===== config.mk =====
export PLATFORM = sky130hd
export DESIGN_NAME = spell_mem_req
export DESIGN_NICKNAME = d
export VERILOG_FILES = /design/src/rtl/spell_mem_pkg.sv /design/src/rtl/spell_mem_watchdog.sv /design/src/rtl/spell_mem_req.sv
export SDC_FILE = /design/constraint.sdc
export NUM_CORES = 1
export LEC_CHECK = 0
export CAP_MARGIN = 20
export CORE_ASPECT_RATIO = 0.8
export CORE_MARGIN = 4
export CORE_UTILIZATION = 39
export DETAILED_ROUTE_END_ITERATION = 6
export PLACE_DENSITY = 0.75
export SETUP_SLACK_MARGIN = 0.4
export SYNTH_ARGS = -nofsm -noshare
export SYNTH_HDL_FRONTEND = slang
export SYNTH_HIERARCHICAL = 1
export SYNTH_SLANG_ARGS = --single-unit

===== constraint.sdc =====
create_clock -name clock -period 1.7 [get_ports clock]
set_input_delay 0.34 -clock clock [delete_from_list [all_inputs] [get_ports clock]]
set_output_delay 0.34 -clock clock [all_outputs]
set_load 0.05 [all_outputs]

===== src/rtl/spell_mem_pkg.sv =====
// spell_mem_pkg: shared types and constants for the spell memory request path.
//   state_t      - request sequencer states (2-bit encoding)
//   MEM_ERR_DATA - read data returned when an access is aborted by the watchdog
//   GRANT_*      - identifies which requester owns the current access
//   pick_data    - round-robin grant decision between fetch and data ports
package spell_mem_pkg;

  typedef enum logic [1:0] {
    IDLE   = 2'd0,
    ACCESS = 2'd1,
    DONE   = 2'd2
  } state_t;

  localparam logic [7:0] MEM_ERR_DATA = 8'hFF;
  localparam logic       GRANT_FETCH  = 1'b0;
  localparam logic       GRANT_DATA   = 1'b1;

  // Data wins a tie unless it won the previous grant, so neither port can
  // be starved by the other holding its request high.
  function automatic logic pick_data(input logic fetch_req, input logic data_req,
                                     input logic last_grant);
    pick_data = data_req && (!fetch_req || (last_grant != GRANT_DATA));
  endfunction

endpackage


===== src/rtl/spell_mem_watchdog.sv =====
// spell_mem_watchdog: counts cycles an access has been waiting for the memory.
//   clock, reset - clock and synchronous active-high reset
//   clear        - restart the count (asserted when a new access is granted)
//   run          - count this cycle (access in progress, memory not ready)
//   expired      - count has reached TIMEOUT_CYCLES-1; never set when
//                  TIMEOUT_CYCLES is 0
// The counter saturates at the limit instead of wrapping.
module spell_mem_watchdog #(
  parameter int unsigned TIMEOUT_CYCLES = 255
) (
  input  logic clock,
  input  logic reset,
  input  logic clear,
  input  logic run,
  output logic expired
);

  localparam bit         ENABLED = (TIMEOUT_CYCLES != 0);
  localparam int         LIMIT_I = ENABLED ? int'(TIMEOUT_CYCLES) - 1 : 0;
  localparam logic [7:0] LIMIT   = 8'(LIMIT_I);

  logic [7:0] count_r;
  logic       at_limit_s;

  assign at_limit_s = ENABLED && (count_r == LIMIT);
  assign expired    = at_limit_s;

  // Wait-cycle counter, saturating at the limit.
  always_ff @(posedge clock) begin
    if (reset) begin
      count_r <= 8'd0;
    end else if (clear) begin
      count_r <= 8'd0;
    end else if (run && !at_limit_s && ENABLED) begin
      count_r <= count_r + 8'd1;
    end else begin
      count_r <= count_r;
    end
  end

endmodule


===== src/rtl/spell_mem_req.sv =====
// spell_mem_req: arbitrates the core's fetch and data ports onto spell_mem.
//   clock, reset          - clock and synchronous active-high reset
//   fetch_req/addr        - code read request (level, held until fetch_done)
//   fetch_data/done       - registered code byte and one-cycle completion pulse
//   data_req/addr/wdata/write - data load/store request (level)
//   data_rdata/done       - registered load result and completion pulse
//   mem_select/addr/data_in/type_data/write - registered request to spell_mem,
//                           held stable for the whole access
//   mem_data_out/data_ready - response from spell_mem
//   timeout_err           - sticky flag, set when the watchdog aborts an access
module spell_mem_req
  import spell_mem_pkg::*;
#(
  parameter int unsigned TIMEOUT_CYCLES = 255
) (
  input  logic       clock,
  input  logic       reset,
  input  logic       fetch_req,
  input  logic [7:0] fetch_addr,
  output logic [7:0] fetch_data,
  output logic       fetch_done,
  input  logic       data_req,
  input  logic [7:0] data_addr,
  input  logic [7:0] data_wdata,
  input  logic       data_write,
  output logic [7:0] data_rdata,
  output logic       data_done,
  output logic       mem_select,
  output logic [7:0] mem_addr,
  output logic [7:0] mem_data_in,
  output logic       mem_type_data,
  output logic       mem_write,
  input  logic [7:0] mem_data_out,
  input  logic       mem_data_ready,
  output logic       timeout_err
);

  state_t     state_r, state_s;
  logic       last_grant_r, last_grant_s;
  logic       mem_select_s, mem_type_data_s, mem_write_s;
  logic [7:0] mem_addr_s, mem_data_in_s;
  logic [7:0] fetch_data_s, data_rdata_s, cap_s;
  logic       fetch_done_s, data_done_s, timeout_err_s;
  logic       wd_clear_s, wd_run_s, wd_expired_s;

  // The watchdog only advances while an access is waiting on the memory.
  assign wd_run_s = (state_r == ACCESS) && !mem_data_ready;

  spell_mem_watchdog #(
    .TIMEOUT_CYCLES(TIMEOUT_CYCLES)
  ) u_watchdog (
    .clock  (clock),
    .reset  (reset),
    .clear  (wd_clear_s),
    .run    (wd_run_s),
    .expired(wd_expired_s)
  );

  // Next-state and next-output logic for the request sequencer.
  always_comb begin
    state_s         = state_r;
    last_grant_s    = last_grant_r;
    mem_select_s    = mem_select;
    mem_addr_s      = mem_addr;
    mem_data_in_s   = mem_data_in;
    mem_type_data_s = mem_type_data;
    mem_write_s     = mem_write;
    fetch_data_s    = fetch_data;
    data_rdata_s    = data_rdata;
    fetch_done_s    = 1'b0;
    data_done_s     = 1'b0;
    timeout_err_s   = timeout_err;
    wd_clear_s      = 1'b0;
    cap_s           = 8'h00;

    case (state_r)
      IDLE: begin
        if (fetch_req || data_req) begin
          state_s      = ACCESS;
          mem_select_s = 1'b1;
          wd_clear_s   = 1'b1;
          if (pick_data(fetch_req, data_req, last_grant_r)) begin
            last_grant_s    = GRANT_DATA;
            mem_addr_s      = data_addr;
            mem_data_in_s   = data_wdata;
            mem_write_s     = data_write;
            mem_type_data_s = 1'b1;
          end else begin
            last_grant_s    = GRANT_FETCH;
            mem_addr_s      = fetch_addr;
            mem_data_in_s   = 8'h00;
            mem_write_s     = 1'b0;
            mem_type_data_s = 1'b0;
          end
        end else begin
          state_s = IDLE;
        end
      end

      ACCESS: begin
        // Ready takes priority over an expiring watchdog in the same cycle.
        if (mem_data_ready || wd_expired_s) begin
          state_s      = DONE;
          mem_select_s = 1'b0;
          if (mem_data_ready) begin
            cap_s = mem_data_out;
          end else begin
            cap_s         = MEM_ERR_DATA;
            timeout_err_s = 1'b1;
          end
          // mem_type_data identifies the owning port for this access.
          if (mem_type_data == GRANT_DATA) begin
            data_done_s = 1'b1;
            if (!mem_write) begin
              data_rdata_s = cap_s;
            end else begin
              data_rdata_s = data_rdata;
            end
          end else begin
            fetch_done_s = 1'b1;
            fetch_data_s = cap_s;
          end
        end else begin
          state_s = ACCESS;
        end
      end

      DONE: begin
        state_s = IDLE;
      end

      default: begin
        state_s      = IDLE;
        mem_select_s = 1'b0;
      end
    endcase
  end

  // State and output registers.
  always_ff @(posedge clock) begin
    if (reset) begin
      state_r       <= IDLE;
      last_grant_r  <= GRANT_FETCH;
      mem_select    <= 1'b0;
      mem_addr      <= 8'h00;
      mem_data_in   <= 8'h00;
      mem_type_data <= 1'b0;
      mem_write     <= 1'b0;
      fetch_data    <= 8'h00;
      data_rdata    <= 8'h00;
      fetch_done    <= 1'b0;
      data_done     <= 1'b0;
      timeout_err   <= 1'b0;
    end else begin
      state_r       <= state_s;
      last_grant_r  <= last_grant_s;
      mem_select    <= mem_select_s;
      mem_addr      <= mem_addr_s;
      mem_data_in   <= mem_data_in_s;
      mem_type_data <= mem_type_data_s;
      mem_write     <= mem_write_s;
      fetch_data    <= fetch_data_s;
      data_rdata    <= data_rdata_s;
      fetch_done    <= fetch_done_s;
      data_done     <= data_done_s;
      timeout_err   <= timeout_err_s;
    end
  end

endmodule


==> impl_metrics.toml <==
[outcome]
status = "completed"

[timing]
slew_viol_final = 0
post-route-min-period_ps = 1570
worst_slew_pin_slew_ps = 282
rsz0062_at_grt = "true"
final-hold-violation-count = 0
fin_skew_ps = 8.60
setup_viol = 0
hold_slack_ps = 472
post-route-period-util_pct = 92.6
worst_slack_ps = 125
max_freq_mhz = 635
maxSlewHeadroom_pct = 81.1

[setup_path]
cp-end-kind = "register"
regToRegStartpoint = "u_watchdog/count_r[0]"
path_max_fanout = 9
max_stage_delay_ps = 350
path_class = "reg2reg"
critPathLaunch = "u_watchdog/count_r[0]"
slowest_stage = "dfxtp_2"
arrival_ps = 1760
required_ps = 1880
worstPathCellList = "inv_2, ha_4, and3_4, nand2_4, inv_2, or2_4, nand3b_1, buf_6, a211oi_1"
critical_path.startpoint_type = "register"
cp_common_cell = "inv_2"

[placed_design]
place_ws_ps = -111
gp_congestion = 0.830
portBuffers = 75
hpwl_um = 4180

[yosys]
ys_ff_latch = 48
yosysMostFrequentCell = "dfxtp_1"
ys_seq_area_share_pct = 47.1
synth_nets = 263
ys.flop_type = "dfxtp_1"
synth.top_cells.by_count = "dfxtp_1 (48), nand2_1 (23), a21oi_1 (20)"
syn_avg_cell_area_um2 = 9.15
yosys.area.top_type = "dfxtp_1"
synthArstFlopShare_pct = 0
yosysWarnings = 6
synth_area_um2 = 2040
synth-edff-count = 0
syn_inst = 223
synth_top_cell_area_share_pct = 47.1
yosys.cell_types.count = 42
synthTopCellsByArea = "dfxtp_1 (47%), a311oi_1 (7.7%), a21oi_1 (4.9%)"

[drt]
wl_um = 6520
drc = 0
dr.pass1.iters = 4
vias_per_cell = 5.36
routedWlPerCell_um = 16.5
vias = 2123
drt_first_iter_violations = 57
ant_nets = 0

[clock_tree]
cts_buffer_depth = 2
cts_tree = "done"
cts_made_buffers = 5
cts_root_buffer = "clkbuf_8"
clk_latency_ps = 300
htreeDepth = 2
cts.clk_slew.worst_paths_ps = 90
clock-sinks = 48

[layout]
diodes = 0
drive_gt1_share_pct = 43.7
nNetsFinal = 373
area_growth_pct = 67.4

[power]
power.switching_uw = 900
swShare_pct = 31.4
peakVddDrop_mv = 0.651
cellInternalPower_mw = 1.96
p_seq_share_pct = 43.3
p_clk_share_pct = 29.4
p_per_area_nw_per_um2 = 839
pwr-share-comb_pct = 27.3
p_leak_nw = 1.43

[floorplan]
rows = 23
die_area_um2 = 6460
io_pins = 76
die_y_um = 72.7
die_x_um = 88.9
initial_utilization_pct = 40.5
core_um2 = 5040

[global_routing]
grt_pass1_wl_um = 9770
grt_usage_pct = 19.0
grt_overflow = 0
antenna_found_initial = 0
first_global_vias = 2058
grt_max_degree = 20

[hold_path]
hp-class = "reg2reg"
hold_start = "fetch_data[2]"

[flow_run]
cap_violations = 0
-- state kept, by name, indices dropped and copies added (netlist names), 2 cells and up --
| name | flops |
|---|---|
| data_rdata | 8 |
| fetch_data | 8 |
| mem_addr | 8 |
| mem_data_in | 8 |
| state_r | 2 |
| u_watchdog/count_r | 8 |
-- worst paths after layout --
path,endpoint,slack [ps],cells after the start
worst min register to register,fetch_data[2],470,2
worst max-delay path,fetch_data[1],130,9
worst min-delay path,fetch_data[2],470,2
worst max register to register,fetch_data[1],130,9
-- power by group through the flow --
stage	logic, mW	registers [mW]	clock network [mW]
2_1_floorplan	0.227	1.47	0
3_3_place_gp	0.690	1.26	0
3_5_place_dp	0.698	1.27	0
4_1_cts	0.721	1.24	0.856
5_1_grt	0.828	1.25	0.910
6_report	0.783	1.24	0.841
-- repair_timing --
action,4_1_cts,5_1_grt
endpoints found under the hold margin,0,0
setup buffers,6,10
resized for setup,26,35
pin swaps,9,16
endpoints found under the setup margin,47,39
gates cloned,0,0
hold buffers,0,0
-- placed cells by master, fill, tap and decap left out, types with 3 or more instances in the layout --
| cell type | instances |
|---|---|
| buf_6 | 9 |
| nor2_1 | 12 |
| a311oi_1 | 12 |
| a21oi_1 | 12 |
| nor2_4 | 3 |
| buf_4 | 73 |
| nand2_1 | 21 |
| clkdlybuf4s50_1 | 34 |
| dlygate4sd2_1 | 3 |
| a311oi_2 | 6 |
| mux2i_1 | 3 |
| a22o_1 | 9 |
| dfxtp_1 | 43 |
| a211oi_1 | 4 |
| clkbuf_8 | 5 |
| dfxtp_2 | 3 |
| a211oi_2 | 6 |
| a21oi_2 | 11 |
| or2_4 | 3 |
| and3_4 | 3 |
| inv_1 | 17 |
-- layout make-up --
class	instances	area, um^2
clock buffers	5	68.8
inverters	19	71.3
flip-flops and latches	48	972
clock inverters	3	45.0
repair buffers	119	1020
multi-input cells	140	1160
well taps	62	77.6
fillers	391	1620
-- cells by family after synthesis --
| logic type | count (synthesis) | share of synthesized area (%) |
|---|---|---|
| flip-flops | 48 | 47.1 |
| adder cells (fa/ha/maj) | 2 | 1.23 |
| AO/OA/AOI/OAI | 73 | 26.3 |
| buffers and inverters | 35 | 8.71 |
| AND/OR/NAND/NOR | 62 | 15.2 |
| multiplexers | 3 | 1.47 |
-- routing by layer --
layer / vias up / routed length [um] / global-route usage [%]
li1: 1030 / - / -
met1: 1010 / 2730 / 24.5
met2: 74 / 3170 / 31.2
met3: 9 / 526 / 6.09
met4: 0 / 91 / 4.19
met5: - / 0 / 0
-- worst max-delay path, delay by kind of cell (launching register included) --
kind / cells / cell delay [ps]
fa+ha+maj: 1 / 160
simple gates: 4 / 630
buf+inv: 3 / 250
flops: 1 / 350
compound gates: 1 / 80
-- per-stage QoR --
stage / cells / cell area (um^2) / power, mW / util [%] / TNS [ps]
after floorplan: 223 / 2110 / 1.70 / - / 0
after global placement: 372 / 2940 / 1.95 / 58.3 / -195
after detailed placement: 372 / 2940 / 1.96 / 58.3 / -871
after CTS: 386 / 3180 / 2.82 / 63.2 / 0
after global routing: 396 / 3410 / 2.99 / 67.8 / 0
final: 396 / 3410 / 2.87 / 67.8 / 0
(Power assumes the default switching activity.)
